**config.mk**
```make
export PLATFORM = sky130hd
export DESIGN_NAME = lsu_mc
export DESIGN_NICKNAME = d
export VERILOG_FILES = /design/src/rtl/lsu_pkg.sv /design/src/rtl/lsu_align.sv /design/src/rtl/lsu_mc.sv
export SDC_FILE = /design/constraint.sdc
export NUM_CORES = 1
export LEC_CHECK = 0
export ABC_AREA = 0
export ABC_CLOCK_PERIOD_IN_PS = 4200
export BUFFER_PORTS_ARGS = -buffer_cell sky130_fd_sc_hd__buf_4
export CORE_ASPECT_RATIO = 0.75
export CORE_UTILIZATION = 45
export CTS_CLUSTER_SIZE = 30
export DETAILED_ROUTE_END_ITERATION = 6
export GPL_ROUTABILITY_DRIVEN = 0
export MAX_ROUTING_LAYER = met4
export PLACE_DENSITY_LB_ADDON = 0.05
export SETUP_SLACK_MARGIN = 0.15
export SYNTH_ARGS = -nofsm -noshare
export SYNTH_HDL_FRONTEND = slang
export SYNTH_SLANG_ARGS = --single-unit
```
**constraint.sdc**
```tcl
create_clock -name clk_in -period 4.2 [get_ports clk_in]
set_clock_uncertainty 0.2 [all_clocks]
set_input_delay 1.26 -clock clk_in [delete_from_list [all_inputs] [get_ports clk_in]]
set_output_delay 1.26 -clock clk_in [all_outputs]
set_load 0.02 [all_outputs]
```
**src/rtl/lsu_pkg.sv**
```systemverilog
// Shared types and helpers for the multicycle load/store unit.
//   lsu_state_e : FSM states of lsu_mc
//   LB..SD      : RISC-V load/store funct3 encodings
//   size_mask() : byte-lane mask for an access size (fu3[1:0])
package lsu_pkg;

    typedef enum logic [2:0] {
        IDLE,
        CHECK,
        BEAT0,
        BEAT1,
        RESP
    } lsu_state_e;

    localparam logic [2:0] LB  = 3'b000;
    localparam logic [2:0] LH  = 3'b001;
    localparam logic [2:0] LW  = 3'b010;
    localparam logic [2:0] LD  = 3'b011;
    localparam logic [2:0] LBU = 3'b100;
    localparam logic [2:0] LHU = 3'b101;
    localparam logic [2:0] LWU = 3'b110;
    localparam logic [2:0] SB  = 3'b000;
    localparam logic [2:0] SH  = 3'b001;
    localparam logic [2:0] SW  = 3'b010;
    localparam logic [2:0] SD  = 3'b011;

    localparam int unsigned MASK_W = 16;

    // One bit per byte touched by an access of 1/2/4/8 bytes.
    function automatic logic [MASK_W-1:0] size_mask(input logic [1:0] sz);
        logic [MASK_W-1:0] m;
        case (sz)
            2'd0:    m = 16'h0001;
            2'd1:    m = 16'h0003;
            2'd2:    m = 16'h000F;
            default: m = 16'h00FF;
        endcase
        return m;
    endfunction

endpackage

```
**src/rtl/lsu_align.sv**
```systemverilog
// Combinational lane alignment for lsu_mc.
//   fu3, ofs        : access size/sign and byte offset within the word
//   wdata           : LSB-aligned store data
//   rd_lo, rd_hi    : beat0 / beat1 read data (rd_hi = 0 for single beat)
//   split_c         : access crosses a word boundary
//   be0_c, be1_c    : byte enables for beat0 / beat1
//   wd0_c, wd1_c    : lane-aligned write data for beat0 / beat1
//   ld_data_c       : extracted, sign/zero-extended load result
module lsu_align
    import lsu_pkg::*;
#(
    parameter int unsigned DATA_W = 32,
    localparam int unsigned NB    = DATA_W / 8,
    localparam int unsigned OFS_W = $clog2(NB)
) (
    input  logic [2:0]        fu3,
    input  logic [OFS_W-1:0]  ofs,
    input  logic [DATA_W-1:0] wdata,
    input  logic [DATA_W-1:0] rd_lo,
    input  logic [DATA_W-1:0] rd_hi,
    output logic              split_c,
    output logic [NB-1:0]     be0_c,
    output logic [NB-1:0]     be1_c,
    output logic [DATA_W-1:0] wd0_c,
    output logic [DATA_W-1:0] wd1_c,
    output logic [DATA_W-1:0] ld_data_c
);

    localparam int unsigned BW = 2 * NB;
    localparam int unsigned EW = OFS_W + 2;

    logic [MASK_W-1:0]   mask;
    logic [BW-1:0]       be_wide;
    logic [2*DATA_W-1:0] wd_wide;
    logic [2*DATA_W-1:0] rd_wide;
    logic [DATA_W-1:0]   raw;
    logic [DATA_W-1:0]   keep;
    logic [EW-1:0]       end_pos;
    logic                sgn;

    // Lane masks and data are shifted across a double-width window; the
    // upper half belongs to the second beat.
    always_comb begin
        mask    = size_mask(fu3[1:0]);
        end_pos = EW'(ofs) + (EW'(1) << fu3[1:0]);
        split_c = (end_pos > EW'(NB));

        be_wide = BW'(mask) << ofs;
        be0_c   = be_wide[NB-1:0];
        be1_c   = be_wide[BW-1:NB];

        wd_wide = {DATA_W'(0), wdata} << {ofs, 3'b000};
        wd0_c   = wd_wide[DATA_W-1:0];
        wd1_c   = wd_wide[2*DATA_W-1:DATA_W];
    end

    // Sign bit is the top bit of the highest byte kept by the size mask.
    always_comb begin
        rd_wide = {rd_hi, rd_lo} >> {ofs, 3'b000};
        raw     = rd_wide[DATA_W-1:0];
        keep    = '0;
        sgn     = 1'b0;
        for (int i = 0; i < int'(NB); i++) begin
            if (mask[i]) begin
                keep[8*i +: 8] = 8'hFF;
                sgn            = raw[8*i+7];
            end
        end
        ld_data_c = (raw & keep) | (~keep & {DATA_W{sgn & ~fu3[2]}});
    end

endmodule

```
**src/rtl/lsu_mc.sv**
```systemverilog
// Multicycle load/store unit between the core and a req/ack data memory.
//   clk_in, rst_in                : clock, async active-low reset
//   req_valid/ready/we/fu3/addr/wdata : core request (accepted on valid&ready)
//   resp_valid/rdata/err          : one-cycle completion pulse and result
//   mem_req/we/addr/be/wdata      : memory beat request, held until mem_ack
//   mem_ack/rdata/err             : memory beat completion
module lsu_mc
    import lsu_pkg::*;
#(
    parameter int unsigned DATA_W        = 32,
    parameter int unsigned ADDR_W        = 32,
    parameter bit          MISALIGNED_EN = 1'b1,
    parameter int unsigned TIMEOUT       = 255
) (
    input  logic                 clk_in,
    input  logic                 rst_in,
    input  logic                 req_valid,
    output logic                 req_ready,
    input  logic                 req_we,
    input  logic [2:0]           req_fu3,
    input  logic [ADDR_W-1:0]    req_addr,
    input  logic [DATA_W-1:0]    req_wdata,
    output logic                 resp_valid,
    output logic [DATA_W-1:0]    resp_rdata,
    output logic                 resp_err,
    output logic                 mem_req,
    output logic                 mem_we,
    output logic [ADDR_W-1:0]    mem_addr,
    output logic [DATA_W/8-1:0]  mem_be,
    output logic [DATA_W-1:0]    mem_wdata,
    input  logic                 mem_ack,
    input  logic [DATA_W-1:0]    mem_rdata,
    input  logic                 mem_err
);

    localparam int unsigned NB    = DATA_W / 8;
    localparam int unsigned OFS_W = $clog2(NB);
    localparam int unsigned CNT_W = (TIMEOUT > 1) ? $clog2(TIMEOUT + 1) : 1;
    localparam logic [CNT_W-1:0] CNT_LAST = CNT_W'((TIMEOUT > 0) ? TIMEOUT - 1 : 0);

    lsu_state_e          state_q, state_d;
    logic                we_q, we_d;
    logic [2:0]          fu3_q, fu3_d;
    logic [ADDR_W-1:0]   addr_q, addr_d;
    logic [DATA_W-1:0]   wdata_q, wdata_d;
    logic [DATA_W-1:0]   rdata0_q, rdata0_d;
    logic [CNT_W-1:0]    cnt_q, cnt_d;

    logic                req_ready_d, resp_valid_d, resp_err_d;
    logic [DATA_W-1:0]   resp_rdata_d;
    logic                mem_req_d, mem_we_d;
    logic [ADDR_W-1:0]   mem_addr_d;
    logic [NB-1:0]       mem_be_d;
    logic [DATA_W-1:0]   mem_wdata_d;

    logic                split_c, illegal_c;
    logic [NB-1:0]       be0_c, be1_c;
    logic [DATA_W-1:0]   wd0_c, wd1_c, ld_data_c, rd_lo_c, rd_hi_c;
    logic [ADDR_W-1:0]   base_c;

    // The final beat's data comes straight from the bus so the result is
    // ready on the ack edge.
    assign rd_lo_c = (state_q == BEAT0) ? mem_rdata : rdata0_q;
    assign rd_hi_c = (state_q == BEAT1) ? mem_rdata : '0;
    assign base_c  = {addr_q[ADDR_W-1:OFS_W], OFS_W'(0)};

    assign illegal_c = (fu3_q == 3'b111)
                    || (we_q && fu3_q[2])
                    || ((DATA_W == 32) && ((fu3_q == LD) || (fu3_q == LWU)));

    lsu_align #(
        .DATA_W (DATA_W)
    ) u_align (
        .fu3       (fu3_q),
        .ofs       (addr_q[OFS_W-1:0]),
        .wdata     (wdata_q),
        .rd_lo     (rd_lo_c),
        .rd_hi     (rd_hi_c),
        .split_c   (split_c),
        .be0_c     (be0_c),
        .be1_c     (be1_c),
        .wd0_c     (wd0_c),
        .wd1_c     (wd1_c),
        .ld_data_c (ld_data_c)
    );

    // Next-state and next-output logic.
    always_comb begin
        state_d      = state_q;
        we_d         = we_q;
        fu3_d        = fu3_q;
        addr_d       = addr_q;
        wdata_d      = wdata_q;
        rdata0_d     = rdata0_q;
        cnt_d        = cnt_q;
        req_ready_d  = req_ready;
        resp_valid_d = 1'b0;
        resp_err_d   = 1'b0;
        resp_rdata_d = '0;
        mem_req_d    = mem_req;
        mem_we_d     = mem_we;
        mem_addr_d   = mem_addr;
        mem_be_d     = mem_be;
        mem_wdata_d  = mem_wdata;

        case (state_q)
            IDLE: begin
                if (req_valid && req_ready) begin
                    we_d        = req_we;
                    fu3_d       = req_fu3;
                    addr_d      = req_addr;
                    wdata_d     = req_wdata;
                    req_ready_d = 1'b0;
                    state_d     = CHECK;
                end
            end

            CHECK: begin
                if (illegal_c || (split_c && !MISALIGNED_EN)) begin
                    state_d      = RESP;
                    resp_valid_d = 1'b1;
                    resp_err_d   = 1'b1;
                end else begin
                    state_d     = BEAT0;
                    mem_req_d   = 1'b1;
                    mem_we_d    = we_q;
                    mem_addr_d  = base_c;
                    mem_be_d    = be0_c;
                    mem_wdata_d = wd0_c;
                    cnt_d       = '0;
                end
            end

            BEAT0, BEAT1: begin
                if (mem_ack) begin
                    cnt_d = '0;
                    if (mem_err) begin
                        state_d      = RESP;
                        mem_req_d    = 1'b0;
                        resp_valid_d = 1'b1;
                        resp_err_d   = 1'b1;
                    end else if ((state_q == BEAT0) && split_c) begin
                        state_d     = BEAT1;
                        rdata0_d    = mem_rdata;
                        mem_addr_d  = base_c + ADDR_W'(NB);
                        mem_be_d    = be1_c;
                        mem_wdata_d = wd1_c;
                    end else begin
                        state_d      = RESP;
                        mem_req_d    = 1'b0;
                        resp_valid_d = 1'b1;
                        resp_rdata_d = we_q ? '0 : ld_data_c;
                    end
                end else if ((TIMEOUT != 0) && (cnt_q == CNT_LAST)) begin
                    state_d      = RESP;
                    mem_req_d    = 1'b0;
                    resp_valid_d = 1'b1;
                    resp_err_d   = 1'b1;
                end else if (TIMEOUT != 0) begin
                    cnt_d = cnt_q + CNT_W'(1);
                end
            end

            RESP: begin
                state_d     = IDLE;
                req_ready_d = 1'b1;
            end

            default: begin
                state_d     = IDLE;
                req_ready_d = 1'b1;
                mem_req_d   = 1'b0;
            end
        endcase
    end

    // State, capture and output registers.
    always_ff @(posedge clk_in or negedge rst_in) begin
        if (!rst_in) begin
            state_q    <= IDLE;
            we_q       <= 1'b0;
            fu3_q      <= '0;
            addr_q     <= '0;
            wdata_q    <= '0;
            rdata0_q   <= '0;
            cnt_q      <= '0;
            req_ready  <= 1'b1;
            resp_valid <= 1'b0;
            resp_err   <= 1'b0;
            resp_rdata <= '0;
            mem_req    <= 1'b0;
            mem_we     <= 1'b0;
            mem_addr   <= '0;
            mem_be     <= '0;
            mem_wdata  <= '0;
        end else begin
            state_q    <= state_d;
            we_q       <= we_d;
            fu3_q      <= fu3_d;
            addr_q     <= addr_d;
            wdata_q    <= wdata_d;
            rdata0_q   <= rdata0_d;
            cnt_q      <= cnt_d;
            req_ready  <= req_ready_d;
            resp_valid <= resp_valid_d;
            resp_err   <= resp_err_d;
            resp_rdata <= resp_rdata_d;
            mem_req    <= mem_req_d;
            mem_we     <= mem_we_d;
            mem_addr   <= mem_addr_d;
            mem_be     <= mem_be_d;
            mem_wdata  <= mem_wdata_d;
        end
    end

endmodule

```
### Word level (Yosys, flattened, before mapping)

Cells that the tools add are included.

* register bits after elaboration: 216
* output and inout port bits: 105
* logic and storage cells: 131

* add/subtract/negate cells: 3
* $lt $le $gt $ge: 1
* equal/unequal tests: 18
* shift-type cells: 4
* mux-type cells: 59
* bitwise logic cells: 10
* reductions and logical operators: 20

Operators with widths (count)
* 2-to-1 mux 32 bit: 15
* one-hot mux 32 bit (2 select lines): 2
* bitwise AND 32 bit: 2
* << shifter 32 x 5 -> 64 bit: 1
* right shift 64 x 5 -> 32 bit: 1
* 2-to-1 mux 8 bit: 7
* adder 32 x 3 -> 32 bit (second input constant): 1
* NOT 32 bit: 1
* OR 32 bit: 1
* one-hot mux 8 bit (3 select lines): 1
* 2-to-1 mux 3 bit: 6
* 2-to-1 mux 1 bit: 17
* 2-to-1 mux 4 bit: 4
* one-hot mux 8 bit (2 select lines): 1
* != test 2 bit (second input constant): 5
* equality test 3 x 2 -> 1 bit (second input constant): 3
* equality test 3 bit (second input constant): 3
* one-hot mux 3 bit (3 select lines): 1
* adder 8 x 1 -> 8 bit (second input constant): 1
* equality test 8 bit (second input constant): 1
* one-hot mux 4 bit (2 select lines): 1
* AND reduction 2 bit: 4
* AND reduction 4 bit: 2
* << shifter 8 x 2 -> 8 bit: 1
* other kinds (21): 33

### Logic depth before layout (Yosys ltp)

Gate-level depths: netlist of the first run.

* depth after elaboration: 15
* gate-level depth with buffers: 11
* gate-level depth less buffers: 9

### By module

Synthesis of the first run repeated with hierarchy kept, for this count alone.

* cells, all modules: 1167
* area, all modules: 11785.1 um2

Modules (own cells, without submodules)
* lsu_mc: instances 1, cells each 920, area an instance 9730.6 um2
* lsu_align: instances 1, cells each 247, area an instance 2054.5 um2

### Worst setup path before layout of the first run

OpenSTA, ideal clock, no wires.

* kind: register to register
* start point: register fu3_q[1]
* end point: register rdata0_q[10]
* library setup time: 0.125 ns
* arrival time: 2.681 ns
* required time: 3.875 ns
* path slack: 1.194 ns
* stages on the path, launching flop included: 10
* clock period less this slack: 3.006 ns
* cells stage by stage: dfrtp_1 -> clkbuf_1 -> nor2_1 -> ha_1 -> fa_1 -> nor2_1 -> o22a_1 -> nor3_4 -> buf_2 -> mux2_2

* longest elaborated chain between the ends: 5

Ends and longest elaborated chain
* start: declaration: line lsu_mc.sv:43 `logic [2:0] fu3_q, fu3_d;`
* start signal: assignment: line lsu_mc.sv:199 `fu3_q <= fu3_d;`
* << shifter 1 x 2 -> 4 bit: line lsu_align.sv:45 `end_pos = EW'(ofs) + (EW'(1) << fu3[1:0]);`
* adder 2 x 4 -> 4 bit: line lsu_align.sv:45
* > comparator 4 x 3 -> 1 bit: line lsu_align.sv:46 `split_c = (end_pos > EW'(NB));`
* logical AND 1 bit: line lsu_mc.sv:142 `end else if ((state_q == BEAT0) && split_c) begin`
* AND reduction 4 bit (no source line)
* end signal: assignment: line lsu_mc.sv:202 `rdata0_q <= rdata0_d;`
* end: declaration: line lsu_mc.sv:46 `logic [DATA_W-1:0] rdata0_q, rdata0_d;`

No other way between the ends.
A chain may end at the register's enable or synchronous reset.

### Worst setup path after layout of the first run

* start point: register fu3_q[1]
* end point: register mem_addr[13]

* longest elaborated chain between the ends: 6
* elaborated cells on any way between the ends: 13
* classes of those cells: add/sub (1); order compare (1); eq/ne (5); shift (1); reduce/logical (5)

Ends and longest elaborated chain
* << shifter 1 x 2 -> 4 bit: line lsu_align.sv:45
* adder 2 x 4 -> 4 bit: line lsu_align.sv:45
* > comparator 4 x 3 -> 1 bit: line lsu_align.sv:46
* logical AND 1 bit: line lsu_mc.sv:142
* != test 2 bit (no source line)
* AND reduction 5 bit (no source line) (*)
* end signal: assignment: line lsu_mc.sv:210 `mem_addr <= mem_addr_d;`
* end: declaration: line lsu_mc.sv:28 `output logic [ADDR_W-1:0] mem_addr,`

Every way passes the cells marked *; elsewhere a longest branch is shown, timed or not.

==> flow_metrics.env, run 1 <==
export IMPL_status="finished clean"
export IMPL_pwr_share_clk_pct=18.4
export IMPL_ant_nets=0
export IMPL_timing_slew_headroom_pct=43.1
export IMPL_post_cts_buffers=0
export IMPL_worst_path_buf_inv=3
export IMPL_stdcell_count=1551
export IMPL_detailed_place_hpwl_um=20800
export IMPL_rows=49
export IMPL_drive_above_1_share_pct=34.3
export IMPL_slew_violations=0
export IMPL_seqPwrFrac_pct=34.6
export IMPL_worst_setup_path_end_kind="flip-flop"
export IMPL_worst_slack_ns=0.759
export IMPL_hold_buffers=0
export IMPL_final_util_pct=56.9
export IMPL_grt_setup_unrepaired="false"
export IMPL_drtIter0Drc=680
export IMPL_crit_chain="inv_1 -> nand2_1 -> inv_1 -> fa_1 -> nor2_1 -> o22a_1 -> o31ai_4 -> buf_4 -> nor2_1 -> a21oi_1"
export IMPL_synth_top_area_share_pct=48.0
export IMPL_crit_type="reg2reg"
export IMPL_cts_max_level=1
export IMPL_whs_path_depth=2
export IMPL_vias_per_cell=5.66
export IMPL_finalHoldViolations=0
export IMPL_num_vias=8785
export IMPL_grt_overflow=0
export IMPL_syn2layout_area_growth_pct=23.4
export IMPL_synthTopCellsByArea="dfrtp_1, mux2_2, mux2i_1"
export IMPL_cts_path_max_buffers=3
export IMPL_synth_main_ff_cell="dfrtp_1"
export IMPL_ir_drop_mv=0.413
export IMPL_grt_total_usage_pct=24.7
export IMPL_core_area_um2=24100
export IMPL_port_buffers=207
export IMPL_total_power_w=0.0110
export IMPL_synth_edf_count=0
export IMPL_hp_class="reg2reg"
export IMPL_clkLatencyLatePin_ns=0.52
export IMPL_nNetsFinal=1314
export IMPL_n_antenna_cell=0
export IMPL_slowest_stage="dfrtp_1"
export IMPL_clk_pin_slew_ns=0.06
export IMPL_netlist_area_um2=11100
export IMPL_fin_setup_tns_ns=0
export IMPL_initial_core_util_pct=46.1
export IMPL_drc=0
export IMPL_clock_sinks=214
export IMPL_p_leak_nw=5.96
export IMPL_worstPathArrival_ns=3.67
export IMPL_worstRegToRegCells=10
export IMPL_die_height_um=138
export IMPL_cts_tree="yes"
export IMPL_firstDrtPassIters=5
export IMPL_cts_resized_gates=0
export IMPL_fmax_ghz=0.291
export IMPL_drv_cap=0
export IMPL_synth_top_cell_by_area="dfrtp_1"
export IMPL_cp_required_ns=4.43
export IMPL_ioPinCount=210
export IMPL_crit_family="compound AO/OA/AOI/OAI gates"
export IMPL_period_share_pct=81.9
export IMPL_ys_warn_count=0
export IMPL_grt_pass1_vias=8157
export IMPL_grt_pass1_wl_um=48000
export IMPL_nFillCells=2174
export IMPL_floorplan_die_area_um2=25300
export IMPL_pre_cts_ws_ns=0.792
export IMPL_power_density_nw_per_um2=804
export IMPL_dp_cells=1509
export IMPL_antenna_found_initial=0
export IMPL_grt_max_degree=79
export IMPL_synth_seq_area_share_pct=48.2
export IMPL_swShare_pct=41.0
export IMPL_p_int_w=0.00651
export IMPL_cts_buffers=23
export IMPL_regArea_um2=5360
export IMPL_cp_num_cells=10
export IMPL_multi_input_area_um2=5370
export IMPL_cts_root_buf="clkbuf_16"
export IMPL_tightest_slew_ns=0.851
export IMPL_wl_um=30300
export IMPL_synth_cells=1025
export IMPL_switchingPower_w=0.00452
export IMPL_cpPeakStageDelay_ns=0.64
export IMPL_wl_per_cell_um=19.5
export IMPL_syn_avg_cell_area_um2=10.8
export IMPL_setup_worst_path_start_class="flip-flop"
export IMPL_synth_cell_types=68
export IMPL_synthArstFlopShare_pct=100
export IMPL_post_route_min_period_ns=3.44
export IMPL_critPathMaxFanout=41
export IMPL_ys_seq_elements=214
export IMPL_die_width_um=183
export IMPL_setup_viol=0
export IMPL_combPwrFrac_pct=47.0
-- Yosys cell counts (3+ instances only) --
library cell    n
dfrtp_1       213
mux2_2        112
nor2_1         89
a21oi_1        83
nand2_1        78
o21ai_0        53
mux2i_1        48
buf_2          40
clkbuf_1       30
a22oi_1        26
nor3_1         23
nand3_1        22
mux4_2         21
nand4_1        16
o2bb2ai_1      16
xnor2_1        15
xor2_1         15
inv_1          10
o21a_1          9
o221ai_1        9
o22ai_1         8
a31oi_1         6
and3_1          5
and4_1          5
buf_4           5
ha_1            5
nor2b_1         4
buf_1           3
nand2b_1        3
nor3b_1         3
o211ai_1        3
or3_1           3
-- power by group through the flow --
| stage | Combinational (W) | Sequential, W | Clock (W) |
|---|---|---|---|
| after floorplan | 0.00343 | 0.00390 | 0 |
| after global placement | 0.00511 | 0.00382 | 0 |
| after detailed placement | 0.00517 | 0.00384 | 0 |
| after CTS | 0.00520 | 0.00381 | 0.00207 |
| after global routing | 0.00564 | 0.00395 | 0.00215 |
| final | 0.00518 | 0.00382 | 0.00202 |
-- logic make-up (layout without fill, tap and decap cells) --
kind of cell,count (synthesis),count (layout),synth area share [%]
buffers and inverters,89,283,3.69
other,1,2,0.0337
AO/OA/AOI/OAI,235,235,13.4
flip-flops,214,214,48.2
AND/OR/NAND/NOR,267,267,11.5
multiplexers,183,183,20.1
adder cells (fa/ha/maj),6,6,0.743
XOR/XNOR,30,30,2.36
-- final timing paths --
| kind | start | endpoint | slack (ns) |
|---|---|---|---|
| worst max-delay path | fu3_q[1]$_DFFE_PN0P_ | mem_addr[13]$_DFFE_PN0P_ | 0.76 |
| worst min-delay path | req_ready$_DFFE_PN1P_ | req_ready$_DFFE_PN1P_ | 0.27 |
| worst max register to register | fu3_q[1]$_DFFE_PN0P_ | mem_addr[13]$_DFFE_PN0P_ | 0.76 |
| worst min register to register | req_ready$_DFFE_PN1P_ | req_ready$_DFFE_PN1P_ | 0.27 |
| max in group asynchronous | rst_in | wdata_q[4]$_DFFE_PN0P_ | 2.50 |
| min in group asynchronous | rst_in | cnt_q[7]$_DFFE_PN0P_ | 0.52 |
-- area by class of cell --
class / instances / share of cell area (%)
Tap cell: 331 / 3.02
Timing Repair Buffer: 231 / 13.1
Multi-Input combinational cell: 723 / 39.2
Clock buffer: 36 / 4.99
Inverter: 10 / 0.274
Clock inverter: 6 / 0.429
Sequential cell: 214 / 39.1
-- worst reg2reg max path, cell delays in order (launching register included) --
cell and delay, ns:
dfrtp_1 0.64, inv_1 0.22, nand2_1 0.17, inv_1 0.09
fa_1 0.50, nor2_1 0.04, o22a_1 0.27, o31ai_4 0.52
buf_4 0.46, nor2_1 0.11, a21oi_1 0.14
-- sequential cells by signal, indices dropped and copies added (netlist names), 4 cells and up --
name and cells:
mem_addr 30, resp_rdata 32, rdata0_q 32, mem_be 4
addr_q 32, mem_wdata 32, cnt_q 8, wdata_q 32
-- per-layer routing --
metal  GRT usage, %  vias up  part of all wire, %
met5              -        -                    0
met4           4.65        0                  1.5
met3           3.32       34                  4.9
met2           32.2      282                   42
met1           40.1     4350                   52
li1               -     4119                    -
-- metrics by stage --
stage	instance area, um^2	hold slack (ns)
after floorplan	11100	0.254
after global placement	13000	0.259
after detailed placement	13000	0.261
after CTS	13700	0.270
after global routing	13700	0.294
final	13700	0.268
-- cell usage in the layout, fill, tap and decap left out, types with 26 or more instances in the layout --
cell,n
a21oi_1,83
a22oi_1,26
buf_4,226
dfrtp_1,211
mux2_2,112
mux2i_1,48
nand2_1,78
nor2_1,88
o21ai_0,53
No activity file was read; power rests on OpenSTA's default activity.
==> run 2, diff against run 1 <==
Settings changed: ABC_CLOCK_PERIOD_IN_PS 4200 to 3200.
Clock period 4.2 ns to 3.2 ns, I/O delays scaled along.
==> run 2 against run 1 <==
  * Non-clock buffer count up 17
  * Via count up 0.22%
  * Design area up 1.8%
  * Critical path type unchanged
  * Largest power group unchanged
==> flow_metrics.env, run 2 (synthesis gave the netlist of run 1 again) <==
export IMPL_floorplan_die_area_um2=25300
export IMPL_ioPinCount=210
export IMPL_ir_drop_mv=0.565
export IMPL_nFillCells=2147
export IMPL_swShare_pct=40.8
export IMPL_wl_met3_um=1890
export IMPL_firstDrtPassIters=5
export IMPL_pwr_share_clk_pct=17.8
export IMPL_detailed_place_hpwl_um=20800
export IMPL_met1_length_um=15300
export IMPL_ant_nets=0
export IMPL_slew_violations=0
export IMPL_cts_root_buf="clkbuf_16"
export IMPL_setup_worst_path_start_class="flip-flop"
export IMPL_crit_type="reg2reg"
export IMPL_cts_buffers=23
export IMPL_final_cell_mix="buf_4, dfrtp_1, mux2_2"
export IMPL_drtIter0Drc=576
export IMPL_tightest_slew_ns=0.874
export IMPL_power_density_nw_per_um2=1060
export IMPL_syn2layout_area_growth_pct=25.7
export IMPL_num_vias=8804
export IMPL_antenna_found_initial=1
export IMPL_clk_pin_slew_ns=0.06
export IMPL_switchingPower_w=0.00602
export IMPL_port_buffers=207
export IMPL_top_layer="met4"
export IMPL_rows=49
export IMPL_die_width_um=183
export IMPL_critPathMaxFanout=26
export IMPL_wl_um=30900
export IMPL_dpl_instance_area_um2=13100
export IMPL_final_common_cell="buf_4"
export IMPL_nNetsFinal=1331
export IMPL_grt_pass1_vias=8373
export IMPL_hp_class="in2async"
export IMPL_initial_core_util_pct=46.1
export IMPL_core_area_um2=24100
export IMPL_vias_per_cell=5.62
export IMPL_combPwrFrac_pct=49.2
export IMPL_finalHoldViolations=0
export IMPL_worst_setup_path_end_kind="flip-flop"
export IMPL_drv_cap=0
export IMPL_drc=0
export IMPL_total_power_w=0.0148
export IMPL_wl_per_cell_um=19.7
export IMPL_hold_buffers=0
export IMPL_p_leak_nw=6.07
export IMPL_p_int_w=0.00873
export IMPL_fin_setup_tns_ns=0
export IMPL_die_height_um=138
export IMPL_period_share_pct=90.9
export IMPL_cts_path_max_buffers=3
export IMPL_grt_setup_unrepaired="false"
export IMPL_grt_pass1_wl_um=48200
export IMPL_seqPwrFrac_pct=33.0
export IMPL_setup_viol=0
export IMPL_worstPathArrival_ns=3.10
export IMPL_status="finished clean"
export IMPL_wl_met2_um=13200
export IMPL_clkLatencyLatePin_ns=0.53
export IMPL_grt_total_usage_pct=24.8
export IMPL_drive_above_1_share_pct=35.3
export IMPL_post_route_min_period_ns=2.91
export IMPL_grt_overflow=0
export IMPL_grt_max_degree=93
export IMPL_timing_slew_headroom_pct=41.5
export IMPL_fmax_ghz=0.344
export IMPL_cp_required_ns=3.39
export IMPL_clock_sinks=214
export IMPL_fin_area_um2=14000
export IMPL_cts_tree="yes"
export IMPL_cts_max_level=1
## run 2: cell type report
cell class / count / area (um^2) / area share, %
Multi-Input combinational cell: 723 / 5380 / 38.5
Clock buffer: 38 / 722 / 5.17
Timing Repair Buffer: 248 / 2040 / 14.6
Antenna cell: 1 / 2.50 / 0.0179
Clock inverter: 2 / 13.8 / 0.0985
Tap cell: 331 / 414 / 2.96
Inverter: 10 / 37.5 / 0.269
Sequential cell: 214 / 5360 / 38.4
## run 2: power groups by stage
stage / combinational (W) / clock [W] / sequential, W
final: 0.00726 / 0.00262 / 0.00487
after global routing: 0.00790 / 0.00280 / 0.00502
after CTS: 0.00715 / 0.00268 / 0.00486
after detailed placement: 0.00711 / 0 / 0.00490
after global placement: 0.00702 / 0 / 0.00489
after floorplan: 0.00450 / 0 / 0.00512
## run 2: critical path: stages (launching register included)
cell,delay [ns]
dfrtp_2,0.46
nor2_1,0.15
ha_1,0.21
fa_1,0.42
nor2_1,0.11
o22a_1,0.29
o31ai_4,0.10
buf_4,0.19
buf_4,0.15
clkbuf_16,0.19
or2_2,0.30
## run 2: stage by stage
step	hold WS, ns	std cells	util, %	setup slack (ns)
final	0.227	1567	58.0	0.290
after global routing	0.282	1567	58.0	0.149
after CTS	0.249	1561	57.6	0.216
after detailed placement	0.269	1521	54.5	0.173
after global placement	0.261	1521	54.5	0.301
after floorplan	0.254	1026	-	0.194
## run 2: worst paths after layout
| kind | slack, ns | cells after the start | from | to |
|---|---|---|---|---|
| max in group asynchronous | 1.85 | 2 | rst_in | wdata_q[17]$_DFFE_PN0P_ |
| max reg2reg | 0.29 | 10 | fu3_q[1]$_DFFE_PN0P_ | state_q[1]$_DFFE_PN0P_ |
| min reg2reg | 0.27 | 2 | req_ready$_DFFE_PN1P_ | req_ready$_DFFE_PN1P_ |
| min in group clk_in | 0.27 | 2 | req_ready$_DFFE_PN1P_ | req_ready$_DFFE_PN1P_ |
| min | 0.23 | 1 | rst_in | cnt_q[2]$_DFFE_PN0P_ |
| max | 0.29 | 10 | fu3_q[1]$_DFFE_PN0P_ | state_q[1]$_DFFE_PN0P_ |
## run 2: what timing repair did
action / 4_1_cts / 5_1_grt
setup endpoints to repair: 1 / 27
setup buffers: 0 / 3
pin swaps: 1 / 1
gates cloned: 0 / 2
endpoints found under the hold margin: 0 / 0
resized for setup: 0 / 5
## run 2: metal layers
layer | GRT usage (%) | vias up
li1 | - | 4138
met2 | 34.1 | 272
met3 | 3.95 | 37
met1 | 38.6 | 4357
met5 | - | -
met4 | 4.61 | 0
==> run 3, diff against run 2 <==
--- a/config.mk
+++ b/config.mk
@@ -7,3 +7,2 @@
 export LEC_CHECK = 0
-export ABC_AREA = 0
 export ABC_CLOCK_PERIOD_IN_PS = 3200
@@ -11,3 +10,3 @@
 export CORE_ASPECT_RATIO = 0.75
-export CORE_UTILIZATION = 45
+export CORE_UTILIZATION = 56
 export CTS_CLUSTER_SIZE = 30
--- a/constraint.sdc
+++ b/constraint.sdc
@@ -4,2 +4,2 @@
 set_output_delay 0.96 -clock clk_in [all_outputs]
-set_load 0.02 [all_outputs]
+set_load 0.05 [all_outputs]
==> run 3 against run 2 <==
  * Power grew 6.8%
  * Count of clock-buffer cells in the layout shrank 6
  * Register-to-register slack gained 0.02 ns
  * Non-clock buffer count shrank 2
  * Wire length shrank 6.3%
  * Worst hold slack lost 0.023 ns
  * Clock power grew 3%
==> flow_metrics.env, run 3 (synthesis gave the netlist of run 1 again) <==
export IMPL_status="finished clean"
export IMPL_timing_rr_end="mem_addr[14]$_DFFE_PN0P_"
export IMPL_period_share_pct=90.2
export IMPL_fin_setup_tns_ns=0
export IMPL_slowest_stage="fa_1"
export IMPL_crit_start="fu3_q[1]$_DFFE_PN0P_"
export IMPL_grt_setup_unrepaired="false"
export IMPL_syn2layout_area_growth_pct=24.5
export IMPL_die_height_um=124
export IMPL_cpMostUsedCell="inv_1"
export IMPL_firstDrtPassIters=5
export IMPL_worstPathArrival_ns=3.07
export IMPL_crit_type="reg2reg"
export IMPL_tightest_slew_ns=0.606
export IMPL_port_buffers=207
export IMPL_die_width_um=165
export IMPL_rrSetupSlack_ns=0.31
export IMPL_r2r_start="fu3_q[1]$_DFFE_PN0P_"
export IMPL_drtIter0Drc=999
export IMPL_dpl_instance_area_um2=13000
export IMPL_finalHoldViolations=0
export IMPL_initial_core_util_pct=57.4
export IMPL_grt_pass1_vias=8134
export IMPL_post_route_min_period_ns=2.89
export IMPL_slew_violations=0
export IMPL_cts_path_max_buffers=3
export IMPL_grt_overflow=0
export IMPL_grt_max_degree=93
export IMPL_hp_class="in2async"
export IMPL_final_util_pct=71.4
export IMPL_grt_total_usage_pct=28.9
export IMPL_cts_root_buf="clkbuf_16"
export IMPL_final_cell_mix="buf_4, dfrtp_1, mux2_2"
export IMPL_setup_viol=0
export IMPL_drive_above_1_share_pct=35.6
export IMPL_timing_slew_headroom_pct=59.2
export IMPL_drv_cap=0
export IMPL_fin_area_um2=13800
export IMPL_drc=0
export IMPL_power_density_nw_per_um2=1140
export IMPL_total_power_w=0.0158
export IMPL_worst_setup_path_end_kind="flip-flop"
export IMPL_core_area_um2=19400
export IMPL_wl_per_cell_um=19.5
export IMPL_ant_nets=0
export IMPL_setup_worst_path_start_class="flip-flop"
export IMPL_critPathMaxFanout=52
export IMPL_wl_um=29000
export IMPL_antenna_found_initial=0
export IMPL_final_common_cell="buf_4"
export IMPL_clock_sinks=214
export IMPL_p_leak_nw=6.07
export IMPL_fmax_ghz=0.346
export IMPL_nNetsFinal=1328
export IMPL_cpPeakStageDelay_ns=0.50
export IMPL_rows=44
export IMPL_cts_max_level=1
export IMPL_detailed_place_hpwl_um=19700
export IMPL_crit_chain="inv_1 -> nand2_1 -> inv_1 -> fa_1 -> nor2_1 -> o22a_2 -> o31ai_4 -> buf_4 -> buf_12 -> mux2_2"
export IMPL_clk_pin_slew_ns=0.07
export IMPL_ioPinCount=210
export IMPL_worstRegToRegCells=10
export IMPL_cts_tree="yes"
export IMPL_clkLatencyLatePin_ns=0.50
export IMPL_n_antenna_cell=0
export IMPL_num_vias=8929
export IMPL_ir_drop_mv=0.723
export IMPL_floorplan_die_area_um2=20400
export IMPL_vias_per_cell=6.01
export IMPL_cts_buffers=22
export IMPL_cp_required_ns=3.39
export IMPL_grt_pass1_wl_um=44800
-- run 3: worst max-delay path by stage --
stage                                           to  slack (ns)  cells past startpoint
final                     mem_addr[14]$_DFFE_PN0P_        0.31                     10
after global routing      mem_addr[29]$_DFFE_PN0P_        0.17                     12
after CTS                 mem_addr[31]$_DFFE_PN0P_        0.19                     11
after detailed placement  mem_addr[31]$_DFFE_PN0P_        0.11                     10
after global placement       mem_be[2]$_DFFE_PN0P_        0.21                      8
after floorplan           rdata0_q[10]$_DFFE_PN0P_        0.19                      9
-- run 3: where the power goes --
part           internal [W]  switching, W  leakage [nW]
registers           0.00386       0.00106          2.59
clock network       0.00163       0.00106         0.388
logic               0.00333       0.00482          3.09
-- run 3: area by class of cell --
class / count / area (um^2)
fill: 1485 / 5540
multi-input combinational: 723 / 5370
sequential: 214 / 5360
timing repair buffer: 246 / 1980
clock buffer: 32 / 679
tap: 253 / 317
clock inverter: 8 / 90.1
inverter: 10 / 37.5
-- run 3: per-stage QoR --
| stage | cells | hold slack [ns] | setup WS, ns |
|---|---|---|---|
| 2_1_floorplan | 1026 | 0.254 | 0.194 |
| 3_3_place_gp | 1440 | 0.258 | 0.208 |
| 3_5_place_dp | 1440 | 0.262 | 0.108 |
| 4_1_cts | 1480 | 0.220 | 0.186 |
| 5_1_grt | 1486 | 0.242 | 0.169 |
| 6_report | 1486 | 0.204 | 0.312 |
-- run 3: critical path, delay by kind of cell (launching register included) --
| kind | cells | cell delay, ns |
|---|---|---|
| buffers and inverters | 4 | 0.58 |
| flip-flops | 1 | 0.42 |
| AO/OA/AOI/OAI | 2 | 0.49 |
| adder cells (fa/ha/maj) | 1 | 0.50 |
| AND/OR/NAND/NOR | 2 | 0.18 |
| multiplexers | 1 | 0.37 |
-- run 3: repair_timing --
| action | 4_1_cts | 5_1_grt |
|---|---|---|
| setup buffers | 0 | 4 |
| resized for setup | 1 | 3 |
| pin swaps | 0 | 1 |
| gates cloned | 0 | 2 |
| hold buffers | 0 | 0 |
| endpoints found under the setup margin | 17 | 31 |
-- run 3: routing by layer --
layer | track usage, % | share of wire (%)
met1 | 44.4 | 47
met2 | 40.9 | 44
met3 | 4.16 | 7.2
met4 | 5.28 | 1.2
met5 | - | 0
